<file path="config.mk">
export PLATFORM = sky130hd
export DESIGN_NAME = fetch_unit
export DESIGN_NICKNAME = d
export VERILOG_FILES = /design/src/rtl/fetch_pkg.sv /design/src/rtl/fetch_pc.sv /design/src/rtl/fetch_unit.sv
export SDC_FILE = /design/constraint.sdc
export NUM_CORES = 1
export LEC_CHECK = 0
export CAP_MARGIN = 30
export CORE_MARGIN = 2
export CORE_UTILIZATION = 25
export CTS_BUF_LIST = sky130_fd_sc_hd__clkbuf_2
export DETAILED_ROUTE_END_ITERATION = 6
export SLEW_MARGIN = 20
export SYNTH_ARGS = -nofsm -noshare
export SYNTH_HDL_FRONTEND = slang
export SYNTH_SLANG_ARGS = --single-unit
</file>
<file path="constraint.sdc">
create_clock -name clk_i -period 1.65 [get_ports clk_i]
set_input_delay 0.33 -clock clk_i [delete_from_list [all_inputs] [get_ports clk_i]]
set_output_delay 0.33 -clock clk_i [all_outputs]
set_load 0.02 [all_outputs]
</file>
<file path="src/rtl/fetch_pkg.sv">
// Shared definitions for the instruction fetch stage: FSM state encoding and
// default widths / reset vector.
package fetch_pkg;

    localparam int unsigned AddrWidthDef   = 8;
    localparam int unsigned DataWidthDef   = 16;
    localparam int unsigned ResetVectorDef = 0;

    typedef enum logic [1:0] {
        StIdle  = 2'd0,
        StIssue = 2'd1,
        StValid = 2'd2
    } fetch_state_e;

endpackage

</file>
<file path="src/rtl/fetch_pc.sv">
// Program counter: branch load takes priority over a wrapping increment;
// asynchronously resets to ResetVector.
module fetch_pc
    import fetch_pkg::*;
#(
    parameter int unsigned AddrWidth   = AddrWidthDef,
    parameter int unsigned ResetVector = ResetVectorDef
) (
    input  logic                 clk_i,
    input  logic                 rst_ni,
    input  logic                 load_i,
    input  logic [AddrWidth-1:0] load_addr_i,
    input  logic                 inc_i,
    output logic [AddrWidth-1:0] pc_o
);

    logic [AddrWidth-1:0] pc_d, pc_q;

    always_comb begin
        pc_d = pc_q;
        if (load_i) begin
            pc_d = load_addr_i;
        end else if (inc_i) begin
            pc_d = pc_q + AddrWidth'(1);
        end
    end

    always_ff @(posedge clk_i or negedge rst_ni) begin
        if (!rst_ni) begin
            pc_q <= AddrWidth'(ResetVector);
        end else begin
            pc_q <= pc_d;
        end
    end

    assign pc_o = pc_q;

endmodule

</file>
<file path="src/rtl/fetch_unit.sv">
// Instruction fetch stage for a synchronous single-port program memory.
// Define FETCH_PREFETCH_EN to re-read the next word every cycle in VALID (1 instr/cycle).
module fetch_unit
    import fetch_pkg::*;
#(
    parameter int unsigned AddrWidth   = AddrWidthDef,
    parameter int unsigned DataWidth   = DataWidthDef,
    parameter int unsigned ResetVector = ResetVectorDef
) (
    input  logic                 clk_i,
    input  logic                 rst_ni,
    input  logic                 run_i,
    input  logic                 branch_load_i,
    input  logic [AddrWidth-1:0] branch_addr_i,
    input  logic                 instr_ready_i,
    input  logic [DataWidth-1:0] mem_data_i,
    output logic [AddrWidth-1:0] address_o,
    output logic                 mem_en_o,
    output logic                 write_en_o,
    output logic [DataWidth-1:0] instr_o,
    output logic [AddrWidth-1:0] instr_pc_o,
    output logic                 instr_valid_o
);

    fetch_state_e         state_d, state_q;
    logic [AddrWidth-1:0] address_d, address_q;
    logic                 mem_en_d, mem_en_q;
    logic [DataWidth-1:0] instr_d, instr_q;
    logic [AddrWidth-1:0] instr_pc_d, instr_pc_q;
    logic                 valid_d, valid_q;
    logic                 pc_inc;
    logic [AddrWidth-1:0] pc;

    fetch_pc #(
        .AddrWidth  (AddrWidth),
        .ResetVector(ResetVector)
    ) u_fetch_pc (
        .clk_i      (clk_i),
        .rst_ni     (rst_ni),
        .load_i     (branch_load_i),
        .load_addr_i(branch_addr_i),
        .inc_i      (pc_inc),
        .pc_o       (pc)
    );

    always_comb begin
        state_d    = state_q;
        address_d  = address_q;
        mem_en_d   = mem_en_q;
        instr_d    = instr_q;
        instr_pc_d = instr_pc_q;
        valid_d    = valid_q;
        pc_inc     = 1'b0;

        // A redirect discards any in-flight read: the capture below never happens.
        if (branch_load_i) begin
            valid_d = 1'b0;
            if (run_i) begin
                state_d   = StIssue;
                address_d = branch_addr_i;
                mem_en_d  = 1'b0;
            end else begin
                state_d  = StIdle;
                mem_en_d = 1'b1;
            end
        end else begin
            unique case (state_q)
                StIdle: begin
                    if (run_i) begin
                        state_d   = StIssue;
                        address_d = pc;
                        mem_en_d  = 1'b0;
                    end
                end
                StIssue: begin
                    instr_d    = mem_data_i;
                    instr_pc_d = pc;
                    pc_inc     = 1'b1;
                    valid_d    = 1'b1;
                    state_d    = StValid;
`ifdef FETCH_PREFETCH_EN
                    address_d  = pc + AddrWidth'(1);
                    mem_en_d   = 1'b0;
`else
                    mem_en_d   = 1'b1;
`endif
                end
                StValid: begin
                    if (instr_ready_i) begin
                        if (run_i) begin
`ifdef FETCH_PREFETCH_EN
                            // Memory already holds word PC from the held address.
                            instr_d    = mem_data_i;
                            instr_pc_d = pc;
                            pc_inc     = 1'b1;
                            address_d  = pc + AddrWidth'(1);
                            mem_en_d   = 1'b0;
`else
                            state_d    = StIssue;
                            valid_d    = 1'b0;
                            address_d  = pc;
                            mem_en_d   = 1'b0;
`endif
                        end else begin
                            state_d  = StIdle;
                            valid_d  = 1'b0;
                            mem_en_d = 1'b1;
                        end
                    end
                end
                default: begin
                    state_d  = StIdle;
                    valid_d  = 1'b0;
                    mem_en_d = 1'b1;
                end
            endcase
        end
    end

    always_ff @(posedge clk_i or negedge rst_ni) begin
        if (!rst_ni) begin
            state_q    <= StIdle;
            address_q  <= AddrWidth'(ResetVector);
            mem_en_q   <= 1'b1;
            instr_q    <= '0;
            instr_pc_q <= '0;
            valid_q    <= 1'b0;
        end else begin
            state_q    <= state_d;
            address_q  <= address_d;
            mem_en_q   <= mem_en_d;
            instr_q    <= instr_d;
            instr_pc_q <= instr_pc_d;
            valid_q    <= valid_d;
        end
    end

    assign address_o     = address_q;
    assign mem_en_o      = mem_en_q;
    assign write_en_o    = 1'b1;
    assign instr_o       = instr_q;
    assign instr_pc_o    = instr_pc_q;
    assign instr_valid_o = valid_q;

endmodule

</file>
# [Yosys cells after proc, flatten, opt, wreduce, memory -nomap -nowiden]
# Index checks and enable logic that the tools add are counted.
[totals] regBits=44 in_bits=29 output_inout_bits=35 word_cells=44
[op_classes] add_sub_neg=1 eq_ne=6 muxes=22 bitwise=1 reduce_logical=7
[op_table] op="$mux W8" count=6
[op_table] op="$pmux W8 S2" count=1
[op_table] op="$mux W1" count=9
[op_table] op="$add A8 B1 Y8 const B" count=1
[op_table] op="$mux W2" count=3
[op_table] op="$ne A3 B3 Y1 const B" count=2
[op_table] op="$pmux W2 S3" count=1
[op_table] op="$reduce_and A2 Y1" count=3
[op_table] op="$ne A2 B2 Y1 const B" count=2
[op_table] op="$pmux W1 S3" count=1
[op_table] op="$reduce_and A3 Y1" count=1
[op_table] op="$reduce_bool A3 Y1" count=1
[op_table] op="$eq A2 B1 Y1 const B" count=1
[op_table] op="$eq A2 B2 Y1 const B" count=1
[op_table] op="$logic_not A2 Y1" count=1
[op_table] op="$pmux W1 S2" count=1
[op_table] op="$reduce_bool A2 Y1" count=1
[op_table] op="$not A1 Y1" count=1

# [Logic depth before layout (Yosys ltp)]
[logic_depth] depth_word=5 ltp_mapped=5 mapped_depth_nobuf=5

# [Modules after synthesis]
# A second synthesis with hierarchy kept.
[hier_totals] cells_unflattened=145 hier_area_um2=1951.9
[modules_own_cells] module="fetch_unit" instances=1 cells_per_inst=96 area_per_inst_um2=1501.4 seq_area_each_um2=902.1
[modules_own_cells] module="fetch_pc" instances=1 cells_per_inst=49 area_per_inst_um2=450.4 seq_area_each_um2=200.2

# [Least setup slack after synthesis]
# OpenSTA, ideal clock, no wires.
[synth_path] kind="reg-to-reg" startpoint="register state_q[1]" endpoint="register address_q[0] (netlist: address_o[0])" setup_ns=0.125 t_arrival_ns=1.178 t_required_ns=1.525 path_slack_ns=0.347 stages_incl_launch_ff=5 n_path_buf=0 period_less_slack_ns=1.303 cell_sequence="dfrtp_1 > and2b_1 > nor2_1 > o21ai_4 > mux2_2"
[synth_between] elab_chain_cells=3 elab_cells_between_ends=7 cone_classes="eq/ne (2); mux (2); reduce/logical (3)"
[synth_lines] element="start, declared" line_no="fetch_unit.sv:25" text="fetch_state_e state_d, state_q;"
[synth_lines] element="start signal, assigned" line_no="fetch_unit.sv:122" text="state_q <= StIdle;"
[synth_lines] element="start signal, assigned" line_no="fetch_unit.sv:129" text="state_q <= state_d;"
[synth_lines] element="$eq A2 B2 Y1 or $logic_not A2 Y1 (tied branches)" line_no="fetch_unit.sv:67" text="unique case (state_q)"
[synth_lines] element="$ne A3 B3 Y1 (no line) (tied with other cells)"
[synth_lines] element="$reduce_and A3 Y1 (no line) or $mux W8 (tied branches)"
[synth_lines] element="end signal, assigned" line_no="fetch_unit.sv:123" text="address_q <= AddrWidth'(ResetVector);"
[synth_lines] element="end signal, assigned" line_no="fetch_unit.sv:130" text="address_q <= address_d;"
[synth_lines] element="end, declared" line_no="fetch_unit.sv:26" text="logic [AddrWidth-1:0] address_d, address_q;"
# Parallel ways exist; a longest one is shown, timed or not.
# A chain may end at the register's enable or synchronous reset.

# [Worst setup path in the final report]
[layout_path] startpoint="register address_q[6] (netlist: address_o[6])" endpoint="output port address_o[6]"
[layout_lines] element="end, declared" line_no="fetch_unit.sv:17" text="output logic [AddrWidth-1:0] address_o,"
# No word-level cell between the ends.

==> run summary <==
Across the whole layout, storage elements account for 1100 um^2. The detailed-routing iteration count for the pre-antenna-repair pass is 4. The finished cells cover 2740 um^2. The worst-case hold slack is 0.365 ns. The relative contribution of combinational cells to total power is 33.0%. After synthesis, the largest family of logic cells by area is multiplexers. The final critical-path required period came out at 1.49 ns.

The overall die width came out at a little over 90 um. Walking the worst path, the cells encountered are dlygate4sd2_1. Summed over all nets, wire length on met2 after detailed routing comes to approximately 2100 um.

Between clock sinks in the finished design, the worst skew comes to 0.0136 ns. The final-report hold violation count was 0. In this run the worst path has a maximum fanout of 2. For this run, the total global-route usage over all layers was measured as about 11%. The first-pass GRT wire length came out at 7070 um. TritonCTS built the clock tree. The fraction of registers with async set or reset after synthesis is 100%. In the routed layout, each cell is associated on average with a via count of approximately 4.2. The portion of synthesized area spent on multiplexers is between 20% and 30%. The internal power is ~1800 uW.

Data on the critical path is required at its endpoint by 1.32 ns. The synthesized netlist devotes approximately 2.3% of its cell area to XOR and XNOR gates. The number of antenna violations at the first check in global routing came out at 0. The pin count of the biggest net entering global routing came out at 20. Dividing total power by cell area gives a power density of 1010 nW/um^2. The filler cell count is 748.

Buffers placed on the I/O ports in this run total a little over 60. The H-tree depth came out at 2. Summing all multi-input logic gate instances after layout gives 746 um^2. The remaining design rule violation count is 0.

The number of clock buffers added by TritonCTS is 5. The flow ran to the end, and the final reports show no timing, DRC or antenna violations. The floorplan has 31 rows. The core region area came out at 7330 um^2. The count of synthesis-stage warnings from yosys is 0. The sequential share of the synthesized area is 57.5%. The share of total power dissipated in the clock network is 16.4%. Setup violations remaining at the end of the flow were counted as 0. The violation count after the first detailed-routing iteration came out at 19. Summed over all cells, the static leakage comes to 0.00124 uW.

Detailed placement finished with a half-perimeter wire length of 3270 um. The routability-driven placement congestion ratio is between 0.7 and 0.8. The post-layout instance count excluding filler cells is 323. The floorplan die height came out at 91.6 um. The number of unique standard cell types used by synthesis is 35. The die outline area came out at 8390 um^2. By startpoint and endpoint, the worst setup path is classified as reg2out. The worst hold path belongs to the class in2async.

The area after detailed placement is 2730 um^2. The net switching power figure is between 900 and 1000 uW. STA classifies the critical path endpoint as an output pin.

The total wirelength of the detailed-routed design came out at about 4200 um. The worst setup path is launched from a register. The via count of the first global-routing pass was 1,394.

The largest individual stage delay along the critical path comes from the cell dfrtp_1. The synthesized area divided by synthesized cell count is 13.1 um^2. The routed length on met3 came out at approximately 170 um. The final number of max-transition violations is 0. The routed via count is 1,346.

Counting flops and latches in the post-synthesis netlist gives 44. The post-synthesis cell count came out at 146. The final critical-path share of the clock period came out at 90.6%. Grouping stages by cell kind, the critical path spends the most delay in flip-flops. The share of synthesized cell area in full adder, half adder and majority cells is 0.652%. For this run, the leading register cell type out of synthesis is dfrtp_1. The number of synthesized flops with an enable pin came out at 0. After Yosys synthesis, and, or, nand and nor cells account for 9.07% of the synthesized area. The synthesized netlist net count came out at roughly 180. The post-detailed-route count of antenna-violating nets came out at 0. The switching power as a share of total power is 33.5%.

After detailed routing, the average wire length per cell comes to 13.1 um. Summing internal, switching and leakage power gives 2770 uW. Cells with a size suffix above 1 make up 23.7% of the layout. The remaining global-route overflow came out at 0. The detailed router put a total of 1880 um of wire on met1. The number of I/O pins is 64. For this configuration, the core starts out at a cell density of 26.2%. The biggest cell delay along the critical path came out at roughly 0.44 ns. The count of nets after finishing is 253. The maximum root-to-sink buffer count is 2. The later pin in the worst-skew pair is clocked with a latency of 0.39 ns. The sequential share of power came out at 50.6%.

Setup repair after global routing left no endpoint under its margin. The number of instances in the placed design is 313. The count of maximum capacitance violations came out at 0. The uppermost metal layer occupied by signal nets is met4. Summing the areas of all compound-gate instances in the mapped netlist gives about 6.0% of the synthesized area. The worst ir drop on vdd is between 0.0002 and 0.0003 V.

The repair_antennas step left the layout with diodes totalling 0. Based on the critical path, the design can be clocked at up to around 670 MHz. The clock transition at the registers of the reported paths came out at 0.22 ns. The layout overhead on the synthesized area came out at 42.9%. The tree is rooted in a clkbuf_2. The data arrival time of the critical path came out at approximately 1.2 ns. Together, buffers and inverters on the worst path number 1. The synthesized netlist occupies a cell area of approximately 1900 um^2.

The tree built by TritonCTS fans out to between 40 and 50 sinks.
synthesized netlist by cell type (2+ instances only):
library cell,number,area (um^2)
nor3_1,2,10.0
nand2_1,10,37.5
buf_6,2,22.5
inv_1,7,26.3
nand2b_1,2,12.5
mux2_1,10,113
xnor2_1,4,35.0
nand3_1,2,10.0
mux2_2,23,259
dfrtp_1,43,1080
a21oi_1,2,10.0
o21ai_0,11,55.1
nor3_2,2,20.0
a211oi_1,2,15.0
buf_2,2,10.0
nor2_1,3,11.3
registers in the layout, summed over array words and instances, names as in the netlist:
name and count:
instr_pc_o 8, mem_en_o 1, u_fetch_pc.pc_o 8, instr_valid_o 1
instr_o 16, address_o 8, state_q 2
worst reg2reg max path, delay by kind of cell, from the launching register on:
kind,cells,cell delay (ns)
simple gates,2,0.22
flops,1,0.48
compound gates,1,0.31
mux,1,0.38
cell families after synthesis:
family          count (synthesis)
fa+ha+maj                       1
simple gates                   28
buf+inv                        13
mux                            35
other cells                     1
flops                          44
xor+xnor                        5
compound gates                 19
path summary, 6_finish.rpt:
path / from / endpoint / cells after the start / slack, ns
max in group asynchronous: rst_ni / instr_o[9] / 3 / 0.72
max reg2reg: state_q[1] / address_o[6] / 4 / 0.18
max: address_o[6] / address_o[6] / 1 / 0.16
min: rst_ni / instr_pc_o[4] / 2 / 0.37
min in group clk_i: branch_addr_i[4] / u_fetch_pc.pc_o[4] / 3 / 0.48
min reg2reg: instr_o[4] / instr_o[4] / 1 / 0.50
cell usage in the layout, fill, tap and decap left out, types with 2 or more instances in the layout:
cell type / synthesis / routed
mux2_2: 23 / 23
a211oi_1: 2 / 2
dlygate4sd2_1: 0 / 33
clkdlybuf4s50_1: 0 / 27
clkbuf_2: 0 / 7
nor3_1: 2 / 2
o21ai_0: 11 / 11
buf_12: 0 / 2
mux2_1: 10 / 10
a21oi_1: 2 / 2
dfrtp_1: 43 / 43
nand2b_1: 2 / 2
nand3_1: 2 / 2
inv_1: 7 / 7
xnor2_1: 4 / 4
nor2_1: 3 / 3
buf_2: 2 / 2
buf_4: 1 / 11
nand2_1: 10 / 10
nor3_2: 2 / 2
stage by stage:
stage               TNS (ns)  utilization, %  setup slack, ns
floorplan                  0               -            0.347
finish                     0            37.4            0.155
global placement       -3.27            37.2           -0.163
global route               0            37.4           0.0439
detailed placement     -3.62            37.2           -0.199
CTS                        0            37.4           0.0279
layout make-up:
class / count / share of cell area, %
Clock buffer: 7 / 1.28
Clock inverter: 1 / 0.183
Inverter: 7 / 0.959
Multi-Input combinational cell: 89 / 27.2
Sequential cell: 44 / 40.2
Tap cell: 99 / 4.52
Timing Repair Buffer: 76 / 25.6
what timing repair did:
item                                   in CTS  in global routing
setup endpoints to repair                  34                  1
hold buffers                                1                  0
buffers inserted                            0                  1
gates resized for setup                    36                  1
endpoints found under the hold margin      16                  0
layer usage:
metal  vias to the layer above  track usage, %
met1                       654            13.7
met3                         4            2.66
met2                        32            17.8
met5                         -               0
li1                        656               -
met4                         0            3.79
power by group through the flow:
stage	clock, uW	combinational (uW)	sequential (uW)
detailed placement	0	1060	1440
finish	454	916	1400
global route	533	988	1450
floorplan	0	284	1650
global placement	0	1040	1430
CTS	489	935	1410
(Power assumes the default switching activity.)
